<file path="src/rtl/seq_detect_arbiter.sv">
// Round-robin arbiter that time-shares one serial sequence detector between two word requesters.
// Optional SEQ_ARB_STATS_EN adds a saturating total_hits accumulator.
module seq_detect_arbiter #(
    parameter int WIDTH = 8,
    parameter int CW    = $clog2(WIDTH + 1)
) (
    input  logic             clk,
    input  logic             reset,
    input  logic             req0,
    input  logic             req1,
    input  logic [WIDTH-1:0] word0,
    input  logic [WIDTH-1:0] word1,
    output logic             ack0,
    output logic             ack1,
    output logic [CW-1:0]    hits,
    output logic             busy,
    output logic             det_x,
    output logic             det_clear,
    input  logic             det_y
`ifdef SEQ_ARB_STATS_EN
    ,
    output logic [15:0]      total_hits
`endif
);

    localparam int IW = $clog2(WIDTH);

    localparam logic [2:0] S_IDLE  = 3'd0;
    localparam logic [2:0] S_CLEAR = 3'd1;
    localparam logic [2:0] S_SHIFT = 3'd2;
    localparam logic [2:0] S_DRAIN = 3'd3;
    localparam logic [2:0] S_DONE  = 3'd4;

    localparam logic [IW-1:0] IDX_TOP = IW'(WIDTH - 1);

    logic [2:0]       state, state_n;
    logic [WIDTH-1:0] word_q;
    logic             port_q, last, grant;
    logic [IW-1:0]    idx, idx_n;
    logic [CW-1:0]    cnt, cnt_n, y_ext;

    assign y_ext = {{(CW-1){1'b0}}, det_y};
    // last==1 after reset, so port 0 wins the first tie
    assign grant = (req0 && req1) ? ~last : req1;

    always_comb begin
        state_n = state;
        idx_n   = idx;
        cnt_n   = cnt;
        case (state)
            S_IDLE:  if (req0 || req1) state_n = S_CLEAR;
            S_CLEAR: begin
                state_n = S_SHIFT;
                idx_n   = IDX_TOP;
                cnt_n   = '0;
            end
            S_SHIFT: begin
                // first SHIFT cycle still shows the cleared detector
                if (idx != IDX_TOP) cnt_n = cnt + y_ext;
                if (idx == '0) state_n = S_DRAIN;
                else           idx_n   = idx - 1'b1;
            end
            S_DRAIN: begin
                cnt_n   = cnt + y_ext;
                state_n = S_DONE;
            end
            S_DONE:  state_n = S_IDLE;
            default: state_n = S_IDLE;
        endcase
    end

    // Outputs are registered from the next-state values so they align with the state they decode.
    always_ff @(posedge clk) begin
        if (reset) begin
            state     <= S_IDLE;
            idx       <= IDX_TOP;
            cnt       <= '0;
            word_q    <= '0;
            port_q    <= 1'b0;
            last      <= 1'b1;
            busy      <= 1'b0;
            det_clear <= 1'b1;
            det_x     <= 1'b0;
            ack0      <= 1'b0;
            ack1      <= 1'b0;
            hits      <= '0;
        end else begin
            state <= state_n;
            idx   <= idx_n;
            cnt   <= cnt_n;
            if (state == S_IDLE && (req0 || req1)) begin
                word_q <= grant ? word1 : word0;
                port_q <= grant;
            end
            if (state == S_DONE) last <= port_q;
            busy      <= (state_n != S_IDLE);
            det_clear <= (state_n == S_IDLE) || (state_n == S_CLEAR);
            det_x     <= (state_n == S_SHIFT) && word_q[idx_n];
            ack0      <= (state_n == S_DONE) && !port_q;
            ack1      <= (state_n == S_DONE) && port_q;
            hits      <= (state_n == S_DONE) ? cnt_n : '0;
        end
    end

`ifdef SEQ_ARB_STATS_EN
    logic [16:0] sum;
    assign sum = {1'b0, total_hits} + 17'(hits);

    always_ff @(posedge clk) begin
        if (reset)                total_hits <= '0;
        else if (state == S_DONE) total_hits <= sum[16] ? 16'hFFFF : sum[15:0];
    end
`endif

endmodule

</file>
<file path="config.mk">
export PLATFORM = sky130hd
export DESIGN_NAME = seq_detect_arbiter
export DESIGN_NICKNAME = d
export VERILOG_FILES = /design/src/rtl/seq_detect_arbiter.sv
export SDC_FILE = /design/constraint.sdc
export NUM_CORES = 1
export LEC_CHECK = 0
export CAP_MARGIN = 20
export CORE_UTILIZATION = 49
export DETAILED_ROUTE_END_ITERATION = 12
export PLACE_DENSITY = 0.84
export SYNTH_ARGS = -nofsm -noshare
export SYNTH_HDL_FRONTEND = slang
export SYNTH_SLANG_ARGS = --single-unit
</file>
<file path="constraint.sdc">
create_clock -name clk -period 2.2 [get_ports clk]
set_input_delay 0.44 -clock clk [delete_from_list [all_inputs] [get_ports clk]]
set_output_delay 0.44 -clock clk [all_outputs]
set_load 0.005 [all_outputs]
</file>
==> flow_metrics.py <==
metrics = {
    "synth": {
        "synth_warnings": 0,
        "synth.distinct_cells": 43,
        "synth_xor_area_share_pct": 0.635,
        "async_reset_ff_share_pct": 0,
        "synth-adder-area-share_pct": 4.54,
        "synthMuxAreaShare_pct": 8.89,
        "netlist_area_um2": 1380,
        "synth_top_family_by_area": "simple AND/OR/NAND/NOR gates",
        "synth-simple-area-share_pct": 19.9,
        "yosysSeqAreaShare_pct": 42.1,
        "syn-num-nets": 174,
        "synth_cells": 148,
        "syn_area_per_cell_um2": 9.32,
        "synthFlopType": "dfxtp_1",
        "ys_ff_latch": 29,
        "synth_compound_area_share_pct": 18.4,
        "synth-edff-count": 0,
    },
    "drt": {
        "drt_iter0_drc": 17,
        "routedWlPerCell_um": 13.2,
        "antenna_left": 0,
        "wl_mm": 2.81,
        "dr.pass1.iters": 4,
        "drcViolationCount": 0,
        "via_count": 1177,
        "viasPerCell": 5.55,
    },
    "power": {
        "p_comb_share_pct": 22.1,
        "seqPwrFrac_pct": 48.7,
        "p_leak_nw": 0.736,
        "power.share.clock_pct": 29.3,
        "p_int_mw": 0.910,
        "irDropWorstVdd_v": 0.000579,
        "switchingPower_mw": 0.362,
        "p_per_area_nw_per_um2": 721,
        "sw_frac_of_total_pct": 28.4,
    },
    "worst_setup_path": {
        "critical_path_class": "reg -> reg",
        "arrival_ps": 2150,
        "setup.worst_path.start_class": "flip-flop",
        "r2r_cells": 7,
        "required_ps": 2470,
        "cp_max_fo": 5,
        "crit_path_end_kind": "flip-flop",
    },
    "sta": {
        "tns_ps": 0,
        "worst_pin_slew_ps": 515,
        "relSlewSlack_pct": 65.6,
        "finalCritPeriodShare_pct": 85.7,
        "max_freq_mhz": 531,
        "fin_crit_ps": 1880,
        "final_hold_viol_count": 0,
        "setup_viol": 0,
        "rsz0062_at_grt": "no",
        "fin_ws_ps": 315,
        "clock_skew_ps": 5.80,
        "final_max_slew_viol_count": 0,
    },
    "placed_design": {
        "placed_area_um2": 1690,
        "io_buffers": 29,
        "hpwlAfterDp_mm": 2.15,
        "place_inst": 204,
        "gp_congestion": 0.813,
        "dpl_worst_slack_ps": 347,
    },
    "worst_hold_path": {
        "hp-class": "reg -> reg",
        "hold-path-cell-count": 1,
    },
    "cts": {
        "clkLatencyLatePin_ps": 340,
        "cts_root_buf": "clkbuf_4",
        "clock_sink_count": 29,
        "cts_buffer_depth": 2,
        "hold_buffers": 0,
        "post_cts_resized": 0,
        "clk_pin_slew_ps": 90,
        "cts_setup_buffers": 0,
        "cts_tree": "done",
        "cts_buffers": 5,
        "htreeDepth": 2,
    },
    "layout": {
        "seqCellArea_um2": 581,
        "final_util_pct": 68.7,
        "design_area_um2": 1760,
        "num-fill-cells": 227,
        "diodes": 0,
        "fin_nets": 207,
        "multi_input_area_um2": 722,
        "drive_gt1_share_pct": 13.2,
        "area_delta_synth_final_pct": 27.9,
        "final_cell_mix": "dfxtp_1, clkdlybuf4s50_1, nor2_1, mux2i_1, a211oi_1",
        "instances_no_fill": 212,
    },
    "die": {
        "start_util_pct": 53.7,
        "chipWidth_um": 55.0,
        "core_um2": 2570,
        "dieArea_um2": 3030,
        "rows": 18,
        "pin_count": 30,
        "die_y_um": 55.0,
    },
    "global_routing": {
        "grt_pass1_vias": 1154,
        "grt_pass1_wl_mm": 4.60,
        "antenna_found_initial": 0,
        "grt_usage_pct": 22.5,
        "grt-ovfl-total": 0,
        "grt_max_degree": 19,
    },
    "job": {
        "cap_violations": 0,
    },
    "outcome": {
        "status": "complete, no violations",
    },
}
==> Yosys cell counts, types with 2 or more instances <==
library cell,number,area (um^2)
dfxtp_1,29,581
nor2_1,23,86.3
mux2i_1,10,100
a211oi_1,8,60.1
inv_1,7,26.3
ha_1,5,62.6
nand2b_1,4,25.0
o21ai_0,4,20.0
a21oi_1,3,15.0
a22oi_1,3,22.5
a31oi_1,3,18.8
buf_4,3,22.5
nand2_1,3,11.3
nand3b_1,3,22.5
nor2b_1,3,18.8
nor3_1,3,15.0
or2_2,3,18.8
a211o_1,2,17.5
clkbuf_1,2,7.51
mux2_2,2,22.5
nor3b_1,2,15.0
o21a_1,2,15.0
==> flip-flops by register name, indices dropped and copies added (netlist names) <==
name	count
det_x	1
ack1	1
ack0	1
port_q	1
det_clear	1
hits	4
busy	1
state	3
idx	3
word_q	8
cnt	4
last	1
==> stage by stage <==
step           power [mW]  hold slack, ps
6_report             1.27             469
5_1_grt              1.33             477
4_1_cts              1.28             465
3_5_place_dp        0.909             443
3_3_place_gp        0.898             444
2_1_floorplan       0.818             414
==> layout make-up <==
class	instances	area share, %
repair buffers	34	18.6
clock buffers	7	3.69
well taps	30	2.13
clock inverters	1	0.284
flip-flops and latches	29	32.9
multi-input cells	104	40.9
inverters	7	1.49
==> cell families after synthesis <==
kind of cell	after synthesis
flops	29
compound gates	35
mux	12
xor+xnor	1
fa+ha+maj	5
buf+inv	15
simple gates	51
==> power by group through the flow <==
stage	Combinational [mW]	Sequential (mW)	Clock (mW)
after floorplan	0.208	0.610	0
after global placement	0.271	0.627	0
after detailed placement	0.279	0.630	0
after CTS	0.281	0.618	0.379
after global routing	0.310	0.628	0.396
final	0.281	0.619	0.372
==> metal layers <==
metal	global-route usage (%)	vias up	wire length, um	share of wire, %
li1	-	582	-	-
met2	37.3	34	1410	50
met1	23.3	549	1170	42
met5	0	-	0	0
met4	19.2	0	70	2.5
met3	6.28	12	157	5.6
==> final timing paths <==
kind,start,end,slack [ps]
worst min register to register,port_q$_SDFFE_PP0P_,ack0$_SDFF_PP0_,470
worst max-delay path,idx[0]$_SDFF_PP1_,det_x$_SDFF_PP0_,320
worst max register to register,idx[0]$_SDFF_PP1_,det_x$_SDFF_PP0_,320
worst min-delay path,port_q$_SDFFE_PP0P_,ack0$_SDFF_PP0_,470
==> critical path: stages (launching register included) <==
cell      delay, ps
dfxtp_1         410
inv_1            90
ha_1            260
nand2b_4        120
nand2_2          50
mux2_2          270
or4_4           480
o22ai_2         140
No activity file was read; power rests on OpenSTA's default activity.
